$ cat src/rtl/simon_control.sv
// Simon game control FSM: sequences INPUT -> PLAYBACK -> REPEAT -> (INPUT | DONE)
// and issues the per-cycle datapath strobes as Mealy outputs of state and status flags.
module simon_control #(
  parameter int PLAY_HOLD = 1,
  parameter int HOLD_W    = 8
) (
  input  logic       clk,
  input  logic       rst,
  input  logic       legal,
  input  logic       correct_pat,
  input  logic       i_lt_last,
  input  logic       arr_full,
  output logic       mem_ld,
  output logic       i_clr,
  output logic       i_inc,
  output logic       last_inc,
  output logic       s_led_eq_pat,
  output logic [2:0] mode_leds,
  output logic       win
);

  typedef enum logic [1:0] {
    ST_INPUT    = 2'd0,
    ST_PLAYBACK = 2'd1,
    ST_REPEAT   = 2'd2,
    ST_DONE     = 2'd3
  } state_e;

  localparam logic [HOLD_W-1:0] HOLD_LAST = HOLD_W'(PLAY_HOLD - 1);

  state_e            state_q, state_d;
  logic [HOLD_W-1:0] hold_q, hold_d;
  logic              win_q, win_d;
  logic              hold_exp;
  logic              mem_ld_s, i_clr_s, i_inc_s, last_inc_s;

  assign hold_exp = (hold_q == HOLD_LAST);

  // State, hold counter and win flag registers.
  always_ff @(posedge clk or posedge rst) begin
    if (rst) begin
      state_q <= ST_INPUT;
      hold_q  <= '0;
      win_q   <= 1'b0;
    end else begin
      state_q <= state_d;
      hold_q  <= hold_d;
      win_q   <= win_d;
    end
  end

  // Next-state, strobe and LED decode.
  always_comb begin
    state_d      = state_q;
    win_d        = win_q;
    mem_ld_s     = 1'b0;
    i_clr_s      = 1'b0;
    i_inc_s      = 1'b0;
    last_inc_s   = 1'b0;
    s_led_eq_pat = 1'b1;
    mode_leds    = 3'b001;
    case (state_q)
      ST_INPUT: begin
        if (legal) begin
          mem_ld_s = 1'b1;
          i_clr_s  = 1'b1;
          state_d  = ST_PLAYBACK;
        end else begin
          state_d  = ST_INPUT;
        end
      end
      ST_PLAYBACK: begin
        s_led_eq_pat = 1'b0;
        mode_leds    = 3'b010;
        if (hold_exp && i_lt_last) begin
          i_inc_s = 1'b1;
        end else if (hold_exp) begin
          i_clr_s = 1'b1;
          state_d = ST_REPEAT;
        end else begin
          state_d = ST_PLAYBACK;
        end
      end
      ST_REPEAT: begin
        mode_leds = 3'b100;
        // A miss wins over every other flag and never sets win.
        if (!correct_pat) begin
          i_clr_s = 1'b1;
          state_d = ST_DONE;
        end else if (i_lt_last) begin
          i_inc_s = 1'b1;
        end else if (!arr_full) begin
          last_inc_s = 1'b1;
          i_clr_s    = 1'b1;
          state_d    = ST_INPUT;
        end else begin
          i_clr_s = 1'b1;
          win_d   = 1'b1;
          state_d = ST_DONE;
        end
      end
      ST_DONE: begin
        s_led_eq_pat = 1'b0;
        mode_leds    = 3'b111;
        if (hold_exp && i_lt_last) begin
          i_inc_s = 1'b1;
        end else if (hold_exp) begin
          i_clr_s = 1'b1;
        end else begin
          state_d = ST_DONE;
        end
      end
      default: begin
        state_d = ST_INPUT;
      end
    endcase

    if (state_d != state_q) begin
      hold_d = '0;
    end else if ((state_q == ST_PLAYBACK) || (state_q == ST_DONE)) begin
      hold_d = hold_exp ? '0 : (hold_q + HOLD_W'(1));
    end else begin
      hold_d = '0;
    end
  end

  assign mem_ld   = mem_ld_s   & ~rst;
  assign i_clr    = i_clr_s    & ~rst;
  assign i_inc    = i_inc_s    & ~rst;
  assign last_inc = last_inc_s & ~rst;
  assign win      = win_q;

endmodule

$ cat config.mk
export PLATFORM = sky130hd
export DESIGN_NAME = simon_control
export DESIGN_NICKNAME = d
export VERILOG_FILES = /design/src/rtl/simon_control.sv
export SDC_FILE = /design/constraint.sdc
export NUM_CORES = 1
export LEC_CHECK = 0
export ABC_AREA = 0
export CORE_MARGIN = 1
export CORE_UTILIZATION = 35
export DETAILED_ROUTE_END_ITERATION = 12
export GPL_TIMING_DRIVEN = 0
export MAX_ROUTING_LAYER = met4
export REMOVE_ABC_BUFFERS = 1
export SLEW_MARGIN = 20
export SYNTH_ARGS = -nofsm -noshare
export SYNTH_HDL_FRONTEND = slang
export SYNTH_SLANG_ARGS = --single-unit
$ cat constraint.sdc
create_clock -name clk -period 3.05 [get_ports clk]
set_input_delay 0.305 -clock clk [delete_from_list [all_inputs] [get_ports clk]]
set_output_delay 0.305 -clock clk [all_outputs]
set_load 0.01 [all_outputs]
==> results of run 1 <==
sequential cells by signal (all words and copies together) (netlist names):
register and cells:
hold_q 8, state_q 2, win 1
how the worst max path moves through the flow:
stage                               startpoint                  end  depth (start not counted)
after floorplan           state_q[1]$_DFF_PP0_  hold_q[2]$_DFF_PP0_                          7
after global placement    state_q[1]$_DFF_PP0_                i_clr                          7
after detailed placement   hold_q[0]$_DFF_PP0_                i_inc                          7
after CTS                  hold_q[0]$_DFF_PP0_                i_inc                          7
after global routing       hold_q[0]$_DFF_PP0_                i_inc                          7
final                      hold_q[0]$_DFF_PP0_                i_inc                          7
metal layers:
metal / vias to the layer above / GRT usage [%] / wire length, µm
met2: 18 / 25.9 / 776
met3: 4 / 3.40 / 68
met5: - / - / 0
met4: 0 / 7.14 / 37
li1: 330 / - / -
met1: 318 / 20.0 / 814
power by group through the flow:
stage | sequential, mW | clock [mW] | combinational (mW)
after global routing | 0.183 | 0.109 | 0.473
after CTS | 0.181 | 0.105 | 0.433
after detailed placement | 0.184 | 0 | 0.430
after floorplan | 0.184 | 0 | 0.269
final | 0.181 | 0.102 | 0.427
after global placement | 0.185 | 0 | 0.428
placed cells by master (no fill, tap or decap):
| cell type | netlist | final |
|---|---|---|
| a21o_1 | 2 | 2 |
| a21oi_1 | 2 | 2 |
| a311oi_1 | 1 | 1 |
| a31oi_1 | 1 | 1 |
| a31oi_4 | 1 | 1 |
| and3_1 | 3 | 3 |
| clkbuf_1 | 0 | 1 |
| clkbuf_4 | 0 | 3 |
| clkdlybuf4s50_1 | 0 | 14 |
| dfrtp_1 | 11 | 11 |
| ha_1 | 8 | 8 |
| inv_1 | 11 | 11 |
| nand2_1 | 4 | 4 |
| nand2b_1 | 1 | 1 |
| nand3_1 | 5 | 5 |
| nand4_1 | 1 | 1 |
| nor2_1 | 4 | 4 |
| nor2b_1 | 1 | 1 |
| nor3_1 | 1 | 1 |
| nor3_4 | 1 | 1 |
| nor4_1 | 9 | 9 |
| nor4b_1 | 1 | 1 |
| nor4b_4 | 1 | 1 |
| o2111ai_2 | 1 | 1 |
| o21ai_0 | 3 | 3 |
| o21bai_1 | 1 | 1 |
| xnor2_1 | 1 | 1 |
| xnor2_2 | 2 | 2 |
| xor2_1 | 5 | 5 |
through the flow:
stage          hold WS, ns  area (µm²)
2_1_floorplan        0.163         803
3_3_place_gp         0.466         977
3_5_place_dp         0.467         977
4_1_cts              0.444        1000
5_1_grt              0.486        1000
6_report             0.437        1000
layout make-up:
| type | instances | area (µm²) |
|---|---|---|
| fillers | 195 | 1060 |
| flip-flops and latches | 11 | 275 |
| inverters | 11 | 41.3 |
| clock buffers | 4 | 26.3 |
| multi-input cells | 60 | 487 |
| well taps | 27 | 33.8 |
| repair buffers | 14 | 140 |
logic make-up after synthesis:
logic type	after synthesis	share of synthesized area [%]
AND/OR/NAND/NOR	32	25.2
AO/OA/AOI/OAI	12	12.3
buffers and inverters	11	5.14
flip-flops	11	34.3
XOR/XNOR	8	10.6
adder cells (fa/ha/maj)	8	12.5
synth_stat cells, drive strengths merged (2+ instances only):
cell	n
dfrtp	11
inv	11
nor4	9
ha	8
nand3	5
xor2	5
nand2	4
nor2	4
and3	3
o21ai	3
xnor2	3
a21o	2
a21oi	2
a31oi	2
nor3	2
nor4b	2
==> run summary, run 1 <==
Layout Nets: 115
Mapped Cells: 82
clock group share of total power: 14.3%
number of cell rows: 16
crit path launch type: register
DR vias: 670
Pre-antenna DRT Iters: 5
setup bufs post-CTS: 0
ys async rst share: 100%
slew of the pin with the lowest slew margin: 0.461 ns
VDD IR max: 0.285 mV
largest net degree at the start of global routing: 13
largest delay contributor family on the critical path: buffers and inverters
Mean Syn Cell Area: 9.80 µm²
fin. max-slew vios: 0
NetSw: 308 µW
Yosys top cell by area: dfrtp_1
Power, Total: 709 µW
Worst Reg2Reg Path Length in Cells: 7
antenna cells: 0
Routed WL: 1.70 mm
IO Pins: 15
Place WS: 0.719 ns
routed length per instance: 13.4 µm
Vias/cell: 5.28
Area Overhead vs Synth: 24.9%
Final Non-Filler Cells: 127
Die Ht: 49.9 µm
post_cts resized: 0
CP cell instances: inv_1, ha_1, nor4b_4, nand2_1, o21ai_0, nor4b_1, clkdlybuf4s50_1
initial antenna violation count: 0
Tmin final: 2.62 ns
Clk pin slew, worst setup/hold paths: 0.07 ns
Layout Utilization: 48.7%
hold violation total from the final report: 0
GRT overflow: 0
dominant synthesized flop cell: dfrtp_1
worst setup margin: 0.427 ns
Combinational Power Share: 60.1%
Crit path arrival time: 2.32 ns
period utilisation layout: 86.0%
cts hold-fix bufs: 0
DRC: 0
CP Max Fanout: 6
fmax: 381 MHz
Post-synth EDFFs: 0
Yosys warnings: 0
RR Startpoint: state_q[1]$_DFF_PP0_
Die ar.: 0.00249 mm²
RR Endpoint: hold_q[5]$_DFF_PP0_
top cell type's share of synthesized area: 34.3%
CP peak stage delay: 0.59 ns
final setup violating endpoints: 0
Root Buffer: clkbuf_4
Synth Register Bits: 11
Flop pwr share: 25.5%
leakage power: 0.445 nW
TritonCTS clock tree: built
routability cong.: 0.776
Clock Latency Late Sink: 0.27 ns
IO Port Bufs: 14
Die W: 49.9 µm
final setup TNS: 0 ns
Worst Setup Path Type: reg2out
total CTS buffers: 3
Total Routing Usage GR: 16.4%
first-pass GRT wire length: 3.03 mm
Hold WC Path Type: in2async
CP required: 2.74 ns
Fin Clk Skew: 0.00354 ns
Worst slew margin: 69.3%
PD cells: 707 mW/mm²
ratio of cells with drive above 1 in the final layout: 9.00%
R2R setup slack: 0.87 ns
post-DP HPWL: 1.25 mm
Starting Density: 39.0%
H-tree depth: 1
clk buf depth: 2
Sink Count: 11
RSZ-0062 raised after global routing: false
Seq/Total Area, Yosys: 34.3%
synth top area cells: dfrtp_1 (34%), ha_1 (12%), nor4_1 (7.0%)
mapped cell area: 803 µm²
CORE AREA: 0.00206 mm²
DR iter-0 viols: 19
Pint: 402 µW
Crit. End Element: primary output
Sw Ratio: 43.4%
Yosys cell types: 26
DRT antenna net count: 0
max-cap violations: 0
WP buf/inv: 2
Placed Instances: 123
vias in the first global route: 689
status: finished, final reports clean
Slowest cell on crit path: clkdlybuf4s50_1
No activity file was read; power rests on OpenSTA's default activity.
==> run 2: changes to the inputs <==
--- a/config.mk
+++ b/config.mk
@@ -7,10 +7,11 @@
 export LEC_CHECK = 0
 export ABC_AREA = 0
 export CORE_MARGIN = 1
-export CORE_UTILIZATION = 35
+export CORE_UTILIZATION = 50
 export DETAILED_ROUTE_END_ITERATION = 12
 export GPL_TIMING_DRIVEN = 0
 export MAX_ROUTING_LAYER = met4
+export PLACE_DENSITY = 0.77
 export REMOVE_ABC_BUFFERS = 1
 export SLEW_MARGIN = 20
 export SYNTH_ARGS = -nofsm -noshare
==> run summary, run 2 (synthesis results as in run 1) <==
Total Routing Usage GR: 20.1%
Vias/cell: 5.63
routed length per instance: 13.4 µm
Layout Nets: 115
Fin Clk Skew: 0.0160 ns
DR vias: 653
Worst Reg2Reg Path Length in Cells: 7
Area Overhead vs Synth: 23.2%
Fill cells: 109
initial antenna violation count: 0
IO Pins: 15
ratio of cells with drive above 1 in the final layout: 9.00%
RSZ-0062 raised after global routing: false
area of the multi-input gates: 487 µm²
Place WS: 0.734 ns
critical path capture point: i_inc
DR iter-0 viols: 13
CORE AREA: 0.00151 mm²
Die Ht: 42.1 µm
Die ar.: 0.00177 mm²
DRT antenna net count: 0
final setup violating endpoints: 0
crit path launch type: register
first-pass GRT wire length: 2.61 mm
total CTS buffers: 3
Clk pin slew, worst setup/hold paths: 0.08 ns
vias in the first global route: 602
CP required: 2.74 ns
Tmin final: 2.62 ns
leakage power: 0.445 nW
slew of the pin with the lowest slew margin: 0.467 ns
final setup TNS: 0 ns
period utilisation layout: 85.9%
Routed WL: 1.55 mm
Clock Latency Late Sink: 0.28 ns
most common cell after layout, fill and taps aside: clkdlybuf4s50_1
Hold WS: 0.432 ns
status: finished, final reports clean
max reg flops: 8
number of cell rows: 14
setup bufs post-CTS: 0
RR Startpoint: state_q[1]$_DFF_PP0_
fmax: 382 MHz
max-cap violations: 0
PD cells: 711 mW/mm²
Hold WC Path Type: in2async
antenna cells: 0
largest net degree at the start of global routing: 13
worst setup margin: 0.430 ns
Starting Density: 53.3%
DRC: 0
Layout Utilization: 65.7%
Critical path origin: hold_q[1]$_DFF_PP0_
Crit path arrival time: 2.32 ns
most frequent cells in the layout: clkdlybuf4s50_1 (14), inv_1 (11), dfrtp_1 (11), nor4_1 (9), ha_1 (8)
fin. max-slew vios: 0
Crit. End Element: primary output
TritonCTS clock tree: built
Worst Setup Path Type: reg2out
Root Buffer: clkbuf_4
post-DP HPWL: 1.18 mm
CP Max Fanout: 5
R2R setup slack: 0.88 ns
GRT overflow: 0
routability cong.: 0.802
RR Endpoint: hold_q[6]$_DFF_PP0_
H-tree depth: 1
cts hold-fix bufs: 0
Die W: 42.1 µm
Sink Count: 11
post_cts resized: 0
clk buf depth: 2
hold violation total from the final report: 0
IO Port Bufs: 14
VDD IR max: 0.523 mV
Pre-antenna DRT Iters: 4
Biggest register: hold_q
Seq. cell area: 275 µm²
Worst slew margin: 68.8%
run 2: cell counts in the layout (fill, tap and decap cells not counted):
Identical to the previous run, type by type.
run 2: critical path: stages, from the launching register on:
cell             delay (ns)
dfrtp_1                0.43
inv_1                  0.08
ha_1                   0.14
nor4b_4                0.26
nand2_1                0.13
o21ai_0                0.16
nor4b_1                0.25
clkdlybuf4s50_1        0.59
run 2: report_power, final:
group / internal, mW / switching, mW
logic: 0.189 / 0.232
clock network: 0.0506 / 0.0504
registers: 0.163 / 0.0193
total: 0.402 / 0.302
run 2: through the flow:
step	std cells	total power, mW	area, µm²
finish	116	0.704	990
global route	116	0.755	990
CTS	116	0.706	990
detailed placement	112	0.605	963
global placement	112	0.594	963
floorplan	82	0.453	803
run 2: final cells by class:
| type | instances | area share, % |
|---|---|---|
| clock buffer | 4 | 2.65 |
| inverter | 11 | 4.17 |
| multi-input combinational | 60 | 49.2 |
| sequential | 11 | 27.8 |
| tap | 16 | 2.02 |
| timing repair buffer | 14 | 14.2 |
run 2: how the worst min path moves through the flow:
stage / endpoint / slack, ns
after global routing: hold_q[6]$_DFF_PP0_ / 0.47
after detailed placement: win$_DFFE_PP0P_ / 0.46
final: hold_q[6]$_DFF_PP0_ / 0.43
after floorplan: hold_q[0]$_DFF_PP0_ / 0.16
after CTS: hold_q[6]$_DFF_PP0_ / 0.44
after global placement: win$_DFFE_PP0P_ / 0.46
run 2: routing by layer:
layer | vias to the layer above | track usage [%] | routed length, µm
met4 | 0 | 3.75 | 10
li1 | 326 | - | -
met3 | 2 | 6.47 | 103
met2 | 21 | 31.3 | 710
met1 | 304 | 26.4 | 728
met5 | - | - | 0
